### src/rtl/alu_operand_stage.sv
// Operand pipeline register feeding the 32-bit ALU: bypass resolution, immediate
// select and a valid/ready output register with flush.
module alu_operand_stage #(
  parameter int DATA_W = 32,
  parameter int REG_AW = 5,
  parameter int IMM_W  = 16
) (
  input  logic              clk,
  input  logic              rst_n,
  input  logic              in_valid,
  output logic              in_ready,
  input  logic [REG_AW-1:0] rs_addr,
  input  logic [REG_AW-1:0] rt_addr,
  input  logic [REG_AW-1:0] rd_addr,
  input  logic [DATA_W-1:0] rs_data,
  input  logic [DATA_W-1:0] rt_data,
  input  logic [IMM_W-1:0]  imm,
  input  logic              use_imm,
  input  logic [2:0]        alu_sel_in,
  input  logic              reg_write_in,
  input  logic              mem_wr_en,
  input  logic [REG_AW-1:0] mem_rd,
  input  logic [DATA_W-1:0] mem_data,
  input  logic              wb_wr_en,
  input  logic [REG_AW-1:0] wb_rd,
  input  logic [DATA_W-1:0] wb_data,
  input  logic              flush,
  output logic              out_valid,
  input  logic              out_ready,
  output logic [DATA_W-1:0] op1,
  output logic [DATA_W-1:0] op2,
  output logic [2:0]        sel,
  output logic [REG_AW-1:0] rd_out,
  output logic              reg_write_out,
  output logic              div_zero
);

  localparam logic [2:0] SEL_DIV = 3'b100;

  logic              capture;
  logic [DATA_W-1:0] rs_fwd;
  logic [DATA_W-1:0] rt_fwd;
  logic [DATA_W-1:0] op2_next;
  logic [DATA_W-1:0] imm_ext;

  assign in_ready = !out_valid || out_ready;
  assign capture  = in_valid && in_ready && !flush;

  // MEM is the younger producer, so it wins over WB; r0 never forwards.
  always_comb begin
    rs_fwd = rs_data;
    if (rs_addr != '0) begin
      if (mem_wr_en && (mem_rd == rs_addr))
        rs_fwd = mem_data;
      else if (wb_wr_en && (wb_rd == rs_addr))
        rs_fwd = wb_data;
    end
  end

  always_comb begin
    rt_fwd = rt_data;
    if (rt_addr != '0) begin
      if (mem_wr_en && (mem_rd == rt_addr))
        rt_fwd = mem_data;
      else if (wb_wr_en && (wb_rd == rt_addr))
        rt_fwd = wb_data;
    end
  end

  assign imm_ext  = {{(DATA_W-IMM_W){imm[IMM_W-1]}}, imm};
  assign op2_next = use_imm ? imm_ext : rt_fwd;

  always_ff @(posedge clk or negedge rst_n) begin
    if (!rst_n) begin
      out_valid     <= 1'b0;
      op1           <= '0;
      op2           <= '0;
      sel           <= '0;
      rd_out        <= '0;
      reg_write_out <= 1'b0;
      div_zero      <= 1'b0;
    end else if (flush) begin
      out_valid     <= 1'b0;
      reg_write_out <= 1'b0;
      div_zero      <= 1'b0;
    end else if (capture) begin
      out_valid     <= 1'b1;
      op1           <= rs_fwd;
      op2           <= op2_next;
      sel           <= alu_sel_in;
      rd_out        <= rd_addr;
      reg_write_out <= reg_write_in;
      div_zero      <= (alu_sel_in == SEL_DIV) && (op2_next == '0);
    end else if (out_valid && out_ready) begin
      // Drained: payload stays, but side-effect flags are qualified off.
      out_valid     <= 1'b0;
      reg_write_out <= 1'b0;
      div_zero      <= 1'b0;
    end
  end

endmodule

### config.mk
export PLATFORM = sky130hd
export DESIGN_NAME = alu_operand_stage
export DESIGN_NICKNAME = d
export VERILOG_FILES = /design/src/rtl/alu_operand_stage.sv
export SDC_FILE = /design/constraint.sdc
export NUM_CORES = 1
export LEC_CHECK = 0
export ABC_AREA = 1
export CAP_MARGIN = 20
export CORE_MARGIN = 1.5
export CORE_UTILIZATION = 40
export CTS_BUF_LIST = sky130_fd_sc_hd__clkbuf_4 sky130_fd_sc_hd__clkbuf_8 sky130_fd_sc_hd__clkbuf_16
export DETAILED_ROUTE_END_ITERATION = 8
export PLACE_DENSITY = 0.79
export RECOVER_POWER = 25
export SLEW_MARGIN = 10
export SYNTH_ARGS = -nofsm -noshare
export SYNTH_HDL_FRONTEND = slang
export SYNTH_SLANG_ARGS = --single-unit
### constraint.sdc
create_clock -name clk -period 4.15 [get_ports clk]
set_input_delay 0.83 -clock clk [delete_from_list [all_inputs] [get_ports clk]]
set_output_delay 0.83 -clock clk [all_outputs]
set_load 0.05 [all_outputs]
**Word level (Yosys, flattened, before mapping)**

Cells that the tools add are included.

- Input port bits: 181
- Output and inout port bits: 76
- Register bits: 75

- Reductions and logical operators: 16
- Mux-type cells: 14
- Bitwise gates (word level): 1
- Equality and inequality tests: 5

Operator list:

| cell | number |
|---|---|
| $mux W32 | 7 |
| $logic_not A32 Y1 | 1 |
| $eq A5 B5 Y1 | 4 |
| $reduce_bool A5 Y1 | 2 |
| $logic_and A1 B1 Y1 | 8 |
| $mux W1 | 7 |
| $eq A3 B3 Y1 const B | 1 |
| $reduce_bool A3 Y1 | 1 |
| $logic_not A1 Y1 | 2 |
| $reduce_and A2 Y1 | 1 |
| $logic_or A1 B1 Y1 | 1 |
| $not A1 Y1 | 1 |

**Depth between registers and ports, before layout**

- Depth after elaboration: 10
- Mapped depth: 17

**Worst setup path before layout**

No wires, ideal clock.

- Kind: input to register
- Start: input port mem_rd[3]
- End: register op1[17]
- Setup time: 0.124 ns
- Setup slack: 1.981 ns
- Path buffers: 1
- Cell stages on the path: 8
- Arrival time: 2.045 ns
- Cells stage by stage: or2_1 > a21oi_1 > nand3_1 > a21oi_2 > buf_2 > o211ai_1 > o211ai_1 > nand2_1

- Cells in the longest elaborated chain, start to end: 4

RTL lines:

| element | line | text |
|---|---|---|
| start: declaration | 22 | `input logic [REG_AW-1:0] mem_rd,` |
| $eq A5 B5 Y1 | 53 | `if (mem_wr_en && (mem_rd == rs_addr))` |
| $logic_and A1 B1 Y1 | 53 |  |
| $mux W32 | 53 |  |
| $mux W32 | 52 | `if (rs_addr != '0) begin` |
| end signal: assignment | 88 | `op1 <= rs_fwd;` |
| end: declaration | 30 | `output logic [DATA_W-1:0] op1,` |

Every way passes these cells.
A chain may end at the register's enable or synchronous reset.

**Worst setup path after layout**

- Start: input port rs_addr[1]
- End: register op1[28]

- Cells in the longest elaborated chain, start to end: 5
- Elaborated cells between the ends (all ways): 8
- Classes of those cells: 2 x eq/ne; 3 x mux; 3 x reduce/logical

RTL lines:

| element | line | text |
|---|---|---|
| start: declaration | 12 | `input logic [REG_AW-1:0] rs_addr,` |
| $eq A5 B5 Y1 | 55 | `else if (wb_wr_en && (wb_rd == rs_addr))` |
| $logic_and A1 B1 Y1 | 55 |  |
| $mux W32 | 55 |  |
| $mux W32 | 53 |  |
| $mux W32 * | 52 |  |

Mark *: on every way between the ends. The rest lies on a longest branch, timed or not.

==> impl_metrics.tcl <==
set metrics [dict create \
    area_growth_pct 54.8 \
    htree_levels 3 \
    finalPower_mw 3.01 \
    clock_latency_ns 0.33 \
    viasPerCell 5.18 \
    drt_wl_total_um 20900 \
    synth_xor_area_frac 0.00321 \
    synth_top_family_by_area "simple AND/OR/NAND/NOR gates" \
    grt_pass1_vias 5927 \
    num-nets-final 1258 \
    cts.repair_timing.setup_buffer_count 0 \
    port_buffers 256 \
    min_to "sel[1]$_DFFE_PN0P_" \
    drc_errors 0 \
    holdPathStages 2 \
    syn-cell-area_um2 5450 \
    clk_path_buf_depth 2 \
    antenna_found_initial 0 \
    ios 257 \
    cp_data_required_time_ns 4.36 \
    maxCapViolCount 1 \
    r2r_end "div_zero$_DFFE_PN0P_" \
    ir_worst_vdd_mv 0.236 \
    nFillCells 1204 \
    dr_total_vias 6517 \
    finalCritPeriodShare 0.743 \
    dpl.hpwl_um 16100 \
    finalMaxSlewViolations 76 \
    place.gp.congestion 0.916 \
    synth_cells 849 \
    grt_max_degree 76 \
    multi_input_area_um2 3000 \
    rsz0062_at_grt "no" \
    dieHeight_um 120 \
    design.die.area_um2 14300 \
    post-route-min-period_ns 3.09 \
    synthSimpleGateAreaFrac 0.372 \
    seq_area_frac_synth 0.344 \
    min_from "sel[1]$_DFFE_PN0P_" \
    synth_compound_area_frac 0.173 \
    cts_sinks 75 \
    numCtsBuffers 9 \
    synth_adder_area_share 0 \
    ys_ff_latch 75 \
    fin_skew_ns 0.00580 \
    grt_first_pass_wirelength_um 32400 \
    finalHoldViolations 0 \
    antenna_cells 0 \
    wl_per_cell_um 16.6 \
    end_kind "flop" \
    final_antenna_net_count 0 \
    cp.arrival_ns 3.30 \
    yosys_warnings 0 \
    violations "max-capacitance violations, max-slew violations" \
    synth_top_flop_cell "dfrtp_1" \
    critPathMaxFanout 40 \
    ff2ff_path_depth 11 \
    hold_class "reg -> reg" \
    postCtsHoldBufs 0 \
    leakage_nw 4.18 \
    slew_headroom -0.237 \
    synth-async-reset-ratio 1.00 \
    regToRegStartpoint "out_valid$_DFFE_PN0P_" \
    num_rows 42 \
    muxShareOfSynthArea 0 \
    overflow 0 \
    tritoncts "built" \
    clockRootBuffer "clkbuf_16" \
    status "complete, but fails checks" \
    drtIter0Drc 678 \
    fmax_ghz 0.324 \
    grt.total_usage 0.289 \
    cts_resized 0 \
    setup_viol 0 \
    drtPass1Iterations 6 \
    synth_edf_count 0 \
    setup_tns_ns 0 \
    core_um2 13300 \
    worst_pin_slew_ns 1.86 \
    syn_area_per_cell_um2 6.42 \
    critPathKind "in -> reg" \
    clkSlewWorstSetupHoldPaths_ns 0.06 \
    synth_cell_types 33 \
    layout-drive-gt1-share 0.0481 \
    start_kind "input pin" \
    p_per_area_nw_per_um2 356 \
    rrSetupSlack_ns 2.50 \
    area.sequential_um2 1880 \
    die_w_um 120 \
    initial_utilization 0.410 \
    syn_nets 1030 \
]
critical path: stages:
cell             delay [ns]
clkdlybuf4s50_1        0.50
inv_1                  0.08
a221oi_1               0.35
nand3_2                0.49
a21oi_4                0.27
buf_4                  0.37
o211ai_1               0.19
o211ai_1               0.12
nand2_1                0.07
area by class of cell:
class                           count  share of cell area
Inverter                           92              0.0409
Sequential cell                    75               0.222
Multi-Input combinational cell    632               0.356
Tap cell                          176              0.0261
Clock inverter                      6              0.0105
Timing Repair Buffer              267               0.316
Clock buffer                       10              0.0283
Yosys cell counts, types with 2 or more instances:
cell | instances | area (um2)
clkbuf_1 | 24 | 90.1
nor2_4 | 4 | 45.0
inv_2 | 6 | 22.5
nand4_1 | 2 | 12.5
nor3_1 | 4 | 20.0
nand3_2 | 8 | 80.1
a31oi_1 | 12 | 75.1
nand2_1 | 345 | 1290
buf_2 | 18 | 90.1
nor2_1 | 60 | 225
o21ai_0 | 22 | 110
inv_1 | 85 | 319
o211ai_1 | 38 | 285
buf_1 | 3 | 11.3
xor2_1 | 2 | 17.5
a21oi_1 | 52 | 260
o21ai_1 | 2 | 10.0
nand3b_1 | 13 | 97.6
buf_6 | 4 | 45.0
dfrtp_1 | 75 | 1880
nand3_1 | 40 | 200
o22ai_1 | 3 | 18.8
a2bb2oi_1 | 17 | 149
state kept, by name (all words and copies together), names as in the netlist:
signal	flops
sel	3
reg_write_out	1
op2	32
op1	32
out_valid	1
rd_out	5
div_zero	1
through the flow:
stage,area (um2),instances,util,setup WS [ns],hold slack [ns]
after floorplan,5450,849,-,1.98,0.534
after global placement,8110,1242,0.610,0.768,0.455
after detailed placement,8110,1242,0.610,0.757,0.460
after CTS,8440,1258,0.635,1.07,0.474
after global routing,8440,1258,0.635,0.859,0.502
final,8440,1258,0.635,1.06,0.472
worst max path at each step:
stage / from / endpoint / slack, ns / depth (start not counted)
2_1_floorplan: mem_rd[3] / op1[17]$_DFFE_PN0P_ / 1.98 / 8
3_5_place_dp: rt_addr[0] / div_zero$_DFFE_PN0P_ / 0.76 / 16
6_report: rs_addr[1] / op1[28]$_DFFE_PN0P_ / 1.06 / 9
3_3_place_gp: rt_addr[0] / div_zero$_DFFE_PN0P_ / 0.77 / 16
5_1_grt: rt_addr[1] / div_zero$_DFFE_PN0P_ / 0.86 / 16
4_1_cts: out_ready / in_ready / 1.07 / 4
power breakdown:
group	internal [mW]	switching [mW]
clock	0.543	0.315
combinational	0.475	0.755
sequential	0.847	0.0709
layer usage:
metal,global-route usage,routed length [um]
met1,0.431,9640
met2,0.434,9140
met3,0.0342,1590
met4,0.0915,567
met5,0,0
placed cells by master, fill, tap and decap left out, types with 2 or more instances in the layout:
| master | Yosys | final |
|---|---|---|
| dfrtp_1 | 75 | 75 |
| nand2_1 | 345 | 345 |
| o211ai_1 | 38 | 38 |
| clkdlybuf4s50_1 | 0 | 255 |
| clkinvlp_4 | 0 | 2 |
| nand4_1 | 2 | 2 |
| nand3_2 | 8 | 9 |
| o21ai_0 | 22 | 22 |
| nand3_1 | 40 | 39 |
| xor2_1 | 2 | 2 |
| clkbuf_16 | 0 | 9 |
| nor2_4 | 4 | 4 |
| nor2_1 | 60 | 60 |
| o22ai_1 | 3 | 3 |
| inv_1 | 85 | 85 |
| nand3b_1 | 13 | 13 |
| a2bb2oi_1 | 17 | 17 |
| a21oi_1 | 52 | 52 |
| nor3_1 | 4 | 3 |
| buf_4 | 1 | 9 |
| buf_12 | 0 | 2 |
| o21ai_1 | 2 | 2 |
| a31oi_1 | 12 | 12 |
| inv_2 | 6 | 6 |
| bufinv_16 | 0 | 2 |
kinds of logic after synthesis:
family                 count (synthesis)
flip-flops                            75
XOR/XNOR                               2
AND/OR/NAND/NOR                      480
AO/OA/AOI/OAI                        150
buffers and inverters                142
Note: power is estimated with default switching activity, not from simulation.
